**src/rtl/binary_sub_11_serial.sv**
```systemverilog
// ---------------------------------------------------------------------------
// binary_sub_11_serial
//   Bit-serial subtractor D = A - B, one bit per enabled clock, built around
//   a single full-adder cell. A + ~B + 1 is used, so the +1 is preloaded into
//   the carry. Operands are captured on an accepted start. D and borrow are
//   registered and held until the next completion.
//
// Ports
//   clk     rising-edge clock
//   rst_n   asynchronous active-low reset
//   en      clock enable; 0 freezes all computation state
//   start   request, sampled only when idle and en=1
//   A, B    minuend / subtrahend, captured on accepted start
//   busy    high while a subtraction is in progress
//   done    one-cycle pulse when D/borrow update
//   D       difference modulo 2^WIDTH
//   borrow  1 when A < B (unsigned)
//
// state | meaning
// ------+------------------------------------------------------------
// IDLE  | waiting for start; D/borrow hold the last result
// RUN   | shifting operands through the FA cell, one bit per enabled edge
// ---------------------------------------------------------------------------
module binary_sub_11_serial #(
  parameter int WIDTH = 11
) (
  input  logic             clk,
  input  logic             rst_n,
  input  logic             en,
  input  logic             start,
  input  logic [WIDTH-1:0] A,
  input  logic [WIDTH-1:0] B,
  output logic             busy,
  output logic             done,
  output logic [WIDTH-1:0] D,
  output logic             borrow
);

  localparam int CW = (WIDTH > 1) ? $clog2(WIDTH) : 1;
  localparam logic [CW-1:0] LAST = CW'(WIDTH - 1);

  typedef enum logic {IDLE, RUN} state_t;

  state_t           state;
  logic [WIDTH-1:0] a_sh;
  logic [WIDTH-1:0] b_sh;
  logic [WIDTH-1:0] r_sh;
  logic [CW-1:0]    cnt;
  logic             carry;

  logic             s;
  logic             cout;
  logic [WIDTH-1:0] r_nxt;

  // The single full-adder cell plus the result shift-in.
  always_comb begin
    s     = a_sh[0] ^ b_sh[0] ^ carry;
    cout  = (a_sh[0] & b_sh[0]) | (a_sh[0] & carry) | (b_sh[0] & carry);
    r_nxt = {s, r_sh[WIDTH-1:1]};
  end

  always_ff @(posedge clk or negedge rst_n) begin
    if (!rst_n) begin
      state  <= IDLE;
      a_sh   <= '0;
      b_sh   <= '0;
      r_sh   <= '0;
      cnt    <= '0;
      carry  <= 1'b0;
      busy   <= 1'b0;
      done   <= 1'b0;
      D      <= '0;
      borrow <= 1'b0;
    end else begin
      // done is a pulse and drops on the next edge even while stalled.
      done <= 1'b0;
      if (en) begin
        case (state)
          IDLE: begin
            if (start) begin
              a_sh  <= A;
              b_sh  <= ~B;
              carry <= 1'b1;
              cnt   <= '0;
              busy  <= 1'b1;
              state <= RUN;
            end
          end
          RUN: begin
            a_sh  <= a_sh >> 1;
            b_sh  <= b_sh >> 1;
            r_sh  <= r_nxt;
            carry <= cout;
            cnt   <= cnt + 1'b1;
            if (cnt == LAST) begin
              // Final bit goes straight into D; no carry-out means A < B.
              D      <= r_nxt;
              borrow <= ~cout;
              done   <= 1'b1;
              busy   <= 1'b0;
              state  <= IDLE;
            end
          end
          default: state <= IDLE;
        endcase
      end
    end
  end

endmodule

```
**config.mk**
```make
export PLATFORM = sky130hd
export DESIGN_NAME = binary_sub_11_serial
export DESIGN_NICKNAME = d
export VERILOG_FILES = /design/src/rtl/binary_sub_11_serial.sv
export SDC_FILE = /design/constraint.sdc
export NUM_CORES = 1
export LEC_CHECK = 0
export CELL_PAD_IN_SITES_DETAIL_PLACEMENT = 1
export CELL_PAD_IN_SITES_GLOBAL_PLACEMENT = 2
export CORE_ASPECT_RATIO = 0.6
export CORE_UTILIZATION = 31
export CTS_CLUSTER_DIAMETER = 30
export DETAILED_ROUTE_END_ITERATION = 16
export HOLD_SLACK_MARGIN = 0.03
export PLACE_DENSITY = 0.76
export SLEW_MARGIN = 25
export SYNTH_ARGS = -nofsm -noshare
export SYNTH_HDL_FRONTEND = slang
export SYNTH_SLANG_ARGS = --single-unit
```
**constraint.sdc**
```tcl
create_clock -name clk -period 1.5 [get_ports clk]
set_input_delay 0.225 -clock clk [delete_from_list [all_inputs] [get_ports clk]]
set_output_delay 0.225 -clock clk [all_outputs]
set_load 0.01 [all_outputs]
```
==> results of run 1 <==
[layout by cell type (no fill, tap or decap), drive strengths merged]
cell           instances
nand3                  3
clkbuf                 5
dlymetal6s2s           1
dfrtp                 52
a211oi                 1
inv                    5
nand2                 26
dlygate4sd3            1
clkdlybuf4s50         37
fa                     1
nor2                  12
mux2i                 10
ha                     2
clkinv                 3
buf                   15
o21ai                 28
nand3b                 2
a32oi                  1
o31ai                  2
a21oi                 11
o211ai                 1
mux2                  20
[worst min-delay path: cells and delay by family]
family                 cells  cell delay (ps)
buffers and inverters      3              900
[through the flow]
stage          cells  instance area [µm²]
2_1_floorplan    188                 2271
3_3_place_gp     314                 2810
3_5_place_dp     314                 2810
4_1_cts          326                 3002
5_1_grt          326                 3018
6_report         326                 3018
[kinds of logic (layout without fill, tap and decap cells)]
family,Yosys count,after routing
flip-flops,52,52
AO/OA/AOI/OAI,44,44
AND/OR/NAND/NOR,43,43
multiplexers,30,30
buffers and inverters,16,67
adder cells (fa/ha/maj),3,3
[repair_timing]
action                     in CTS  in global routing
hold endpoints to repair       52                  0
buffers inserted                3                  0
pin swaps                       1                  2
gates cloned                    0                  0
resized for setup               1                  4
hold buffers                    1                  0
setup endpoints to repair      11                 12
[layer usage]
| metal | global-route usage, % | part of all wire, % | vias to the layer above |
|---|---|---|---|
| li1 | - | - | 748 |
| met1 | 21.13 | 54 | 725 |
| met2 | 21.66 | 41 | 32 |
| met3 | 3.809 | 3.6 | 4 |
| met4 | 8.000 | 1.6 | 0 |
| met5 | 0 | 0 | - |
[flip-flops by register name, indices dropped and copies added (netlist names)]
signal,flops
a_sh,11
D,11
borrow,1
r_sh,10
carry,1
b_sh,11
busy,1
cnt,4
done,1
state,1
[worst max path at each step]
stage / start / to / depth (start not counted)
after global placement: en / D[9] / 4
after detailed placement: en / D[0] / 4
final: D[6] / D[6] / 1
after floorplan: cnt[0] / D[1] / 6
after CTS: cnt[0] / D[8] / 6
after global routing: cnt[0] / D[7] / 6
[final cells by class]
cell class	count	area share, %
Sequential cell	52	43.12
Multi-Input combinational cell	120	29.02
Timing Repair Buffer	54	18.86
Clock buffer	5	4.146
Tap cell	87	3.607
Clock inverter	3	0.6219
Inverter	5	0.6219
[report_power, final]
group          switching, mW  internal, mW
sequential             0.387          1.95
clock                  0.515         0.616
combinational          0.810          1.07
==> impl_results.md, run 1 <==
* DRC at 0
* Syn nets at roughly 220
* Most frequent cell after synthesis: dfrtp_1
* Post-synth ARST share at 100.0%
* Area growth from synthesis to layout at 32.89%
* CP Launch Type: flip-flop
* Number of synthesized register bits at between 50 and 60
* Clk sinks at 52
* N_diodes at 0
* I/O pins at 40
* Pwr Density at between 1500 and 2000 nW/µm²
* Status: finished, final reports clean
* Post-synthesis cell count at between 150 and 200
* Layout Utilization at 43.88%
* Die width at between 100 and 150 µm
* CTS buffer count at 5
* Final hold slack at 449.6 ps
* Die ar. at 7683 µm²
* Gr ovfl total at 0
* Commonest cells in the netlist: 52 x dfrtp_1, 27 x o21ai_0, 25 x nand2_1
* Clock latency on the worst-skew pair at roughly 290 ps
* Final min period at roughly 1500 ps
* Yosys cell types at 26
* Max stage delay cell, worst path: clkdlybuf4s50_1
* Pre-CTS setup slack at -211.9 ps
* Total power at approximately 5.3 mW
* Clock Skew at between 7 and 8 ps
* Via count at between 1500 and 2000
* First-pass GRT wire length at about 8500 µm
* XOR/XNOR share of the synthesized area at 0%
* # fillers at about 750
* FF-to-FF Start: cnt[0]
* Finish-stage setup viols at 0
* Final Cycle Share at between 90 and 100%
* Worst-Margin Slew at approximately 320 ps
* Final Wtd Congestion at approximately 0.7
* Main combinational cell family by area after synthesis: multiplexers
* TNS Setup at 0 ps
* Compound-Gate Fraction of Synth Area at 10.80%
* CP max FO at 2
* Post-synth EDFFs at 0
* Avg Inst Size Synth at about 12 µm²
* H-tree depth at 2
* Simple-gate area share of the yosys netlist at 9.587%
* Max-slew violation count at 0
* Max-cap violations at 0
* Multi-input logic area at 875.8 µm²
* Post-route ant nets at 0
* Worst setup EP type: output port
* CTS Buffer Depth at 2
* CTS tree: done
* Nets at between 200 and 300
* Buf+Inv Stages, Crit Path at 1
* Root buffer cell: clkbuf_16
* Area contributors post-synth: dfrtp_1 57%, o21ai_0 6.0%, mux2_2 6.0%
* Cell Area, Synth at ~2300 µm²
* Reg area at about 1300 µm²
* RSZ-0062 raised after global routing: true
* Die Y at ~68 µm
* Worst setup margin at about 35 ps
* Final hold violation count at 0
* Slew margin rel. at between 70% and 80%
* Post-Synth Adder-Cell Area at slightly below 2%
* Core region area at roughly 6900 µm²
* DRT iter0 DRCs at 74
* Maximum VDD drop at 0.5020 mV
* Classification of the worst-slack hold path: in -> async
* Seq/Total Area, Yosys at a little under three fifths
* Vias in the first global route at roughly 1600
* Req. time, crit path at 1270 ps
* Row count at 23
* RR Endpoint: D[7]
* DR WL/cell at about 15 µm
* Via-per-instance ratio at approximately 4.6
* HPWL after DPL at between 3000 and 4000 µm
* Cell count of the worst reg-to-reg path at 6
* Leakage power at around 1.4 nW
* Leading area contributor after synthesis: dfrtp_1
* Clock transition at path regs at roughly 70 ps
* Crit-path cells: clkdlybuf4s50_1
* Ys flop type: dfrtp_1
* Post-synth top area share at between 50% and 60%
* DR pass1 iterations at 4
* Setup CP Type: reg -> out
* Largest net degree at the start of global routing at 53
* Share of cells above drive strength 1 at about a fifth
* CP delay by family, top: buffers and inverters
* All-Layer GR Usage at between 10% and 20%
* R2r setup slk at roughly 40 ps
* F_max at approximately 0.68 GHz
* Synth warn at 0
* Port bufs at 39
* Final WL at 4881 µm
* CP max stage delay at 560 ps
* WP data arrival at between 1000 and 1500 ps
* Initial core utilization at between 30 and 40%
* Post-synthesis mux area share at between 10% and 20%
* Initial antenna violation count at 0
(Power assumes the default switching activity.)
==> run 2: changes to the inputs <==
--- a/config.mk
+++ b/config.mk
@@ -11,6 +11,7 @@
 export CORE_UTILIZATION = 31
 export CTS_CLUSTER_DIAMETER = 30
 export DETAILED_ROUTE_END_ITERATION = 16
+export GPL_TIMING_DRIVEN = 0
 export HOLD_SLACK_MARGIN = 0.03
 export PLACE_DENSITY = 0.76
 export SLEW_MARGIN = 25
==> run 2 against run 1 <==
Maximum frequency barely moved. Register-to-register slack barely moved. Sequential power fell by 2%. Die area did not move. Global-route usage fell by 0.20 points. Largest cell class unchanged. Final area rose by 2.7%. Worst hold slack got worse by 190 ps. Setup slack improved by 1.1 ps. Clock power rose by 44%.
==> impl_results.md, run 2 (synthesized netlist as in run 1, its figures left out) <==
* Nets at 272
* Final hold violation count at 0
* CTS buffer count at 5
* CP max FO at 5
* Initial antenna violation count at 0
* Placed cell areas at approximately 2800 µm²
* Maximum VDD drop at 0.5275 mV
* Die Y at roughly 68 µm
* DR pass1 iterations at 4
* Setup CP Type: reg -> reg
* Worst setup margin at between 30 and 40 ps
* Final min period at about 1500 ps
* H-tree depth at 2
* DRT iter0 DRCs at between 90 and 100
* Post-route cell area at approximately 3100 µm²
* Gr ovfl total at 0
* CP Launch Type: flip-flop
* Req. time, crit path at roughly 1700 ps
* CTS Buffer Depth at 2
* Status: finished, final reports clean
* First-pass GRT wire length at 8604 µm
* Final hold slack at approximately 260 ps
* DRC at 0
* Clock transition at path regs at around 70 ps
* DR WL/cell at 15.31 µm
* Max-cap violations at 0
* Clock Skew at 5.673 ps
* I/O pins at 40
* Clock latency on the worst-skew pair at 290 ps
* Final WL at roughly 5100 µm
* Via-per-instance ratio at 4.710
* Row count at 23
* Largest registers: D x11, a_sh x11, b_sh x11
* Clk sinks at 52
* Port bufs at 38
* Root buffer cell: clkbuf_16
* WP data arrival at 1640 ps
* Pre-CTS setup slack at -43.94 ps
* Initial core utilization at about 33%
* HPWL after DPL at 3435 µm
* N_diodes at 0
* Slew margin rel. at 78.62%
* Vias in the first global route at 1662
* Most frequent cells in the layout: 52 x dfrtp_1, 37 x clkdlybuf4s50_1, 27 x o21ai_0
* Die ar. at about 7700 µm²
* F_max at between 0.6 and 0.7 GHz
* Die width at about 110 µm
* Most common cell after layout, fill and taps aside: dfrtp_1
* Area growth from synthesis to layout at 36.53%
* Worst-Margin Slew at 319.7 ps
* Post-route ant nets at 0
* Final Wtd Congestion at around 0.68
* Layout Utilization at ~45%
* Max-slew violation count at 0
* Core region area at between 6000 and 7000 µm²
* Final Cycle Share at a little over nine tenths
* Share of cells above drive strength 1 at 22.54%
* Via count at between 1500 and 2000
* Worst setup EP type: flip-flop
* Leakage power at roughly 1.4 nW
* Finish-stage setup viols at 0
* CTS tree: done
* Classification of the worst-slack hold path: in -> reg
* TNS Setup at 0 ps
* Pwr Density at ~1900 nW/µm²
* All-Layer GR Usage at 14.92%
* Largest net degree at the start of global routing at 53
[run 2: stage by stage]
stage / instances / power (mW)
final: 331 / 5.847
after global placement: 313 / 4.042
after floorplan: 188 / 3.382
after CTS: 324 / 5.821
after global routing: 331 / 6.264
after detailed placement: 314 / 4.112
[run 2: where the power goes]
part / internal [mW] / switching [mW] / leakage (nW)
Clock: 1.12 / 0.503 / 0.104
Sequential: 1.95 / 0.349 / 0.673
Combinational: 1.07 / 0.852 / 0.654
Total: 4.14 / 1.70 / 1.43
[run 2: repair_timing]
| item | 4_1_cts | 5_1_grt |
|---|---|---|
| hold buffers | 1 | 0 |
| hold endpoints to repair | 52 | 0 |
| gates resized for setup | 1 | 2 |
| buffers inserted | 1 | 6 |
| endpoints found under the setup margin | 8 | 8 |
| pin swaps | 0 | 2 |
| gates cloned | 0 | 1 |
[run 2: area by class of cell]
type,instances,area (µm²)
multi-input combinational,120,875.8
tap,87,108.9
clock buffer,5,125.1
clock inverter,3,90.09
sequential,52,1301
timing repair buffer,48,493.0
inverter,5,18.77
buffer,11,87.58
fill,731,3777
[run 2: worst max-delay path, stage by stage, from the launching register on]
cell and delay (ps):
dfrtp_1 390, inv_2 70, ha_4 130, nand3b_4 120, nor2_8 180, clkbuf_16 170, mux2_4 290
[run 2: final timing paths]
kind | from | to | slack (ps) | cells past startpoint
worst max-delay path | cnt[0] | D[8] | 40 | 6
max in group asynchronous | rst_n | cnt[3] | 800 | 3
worst min register to register | b_sh[10] | b_sh[10] | 480 | 2
worst min-delay path | en | carry | 260 | 2
min in group asynchronous | rst_n | a_sh[3] | 460 | 3
worst max register to register | cnt[0] | D[8] | 40 | 6
[run 2: layer usage]
metal | wire [µm] | up-vias | global-route usage [%]
li1 | - | 752 | -
met1 | 2686 | 777 | 21.15
met3 | 160 | 5 | 3.543
met2 | 2173 | 25 | 22.98
met5 | 0 | - | 0
met4 | 46 | 0 | 4.000
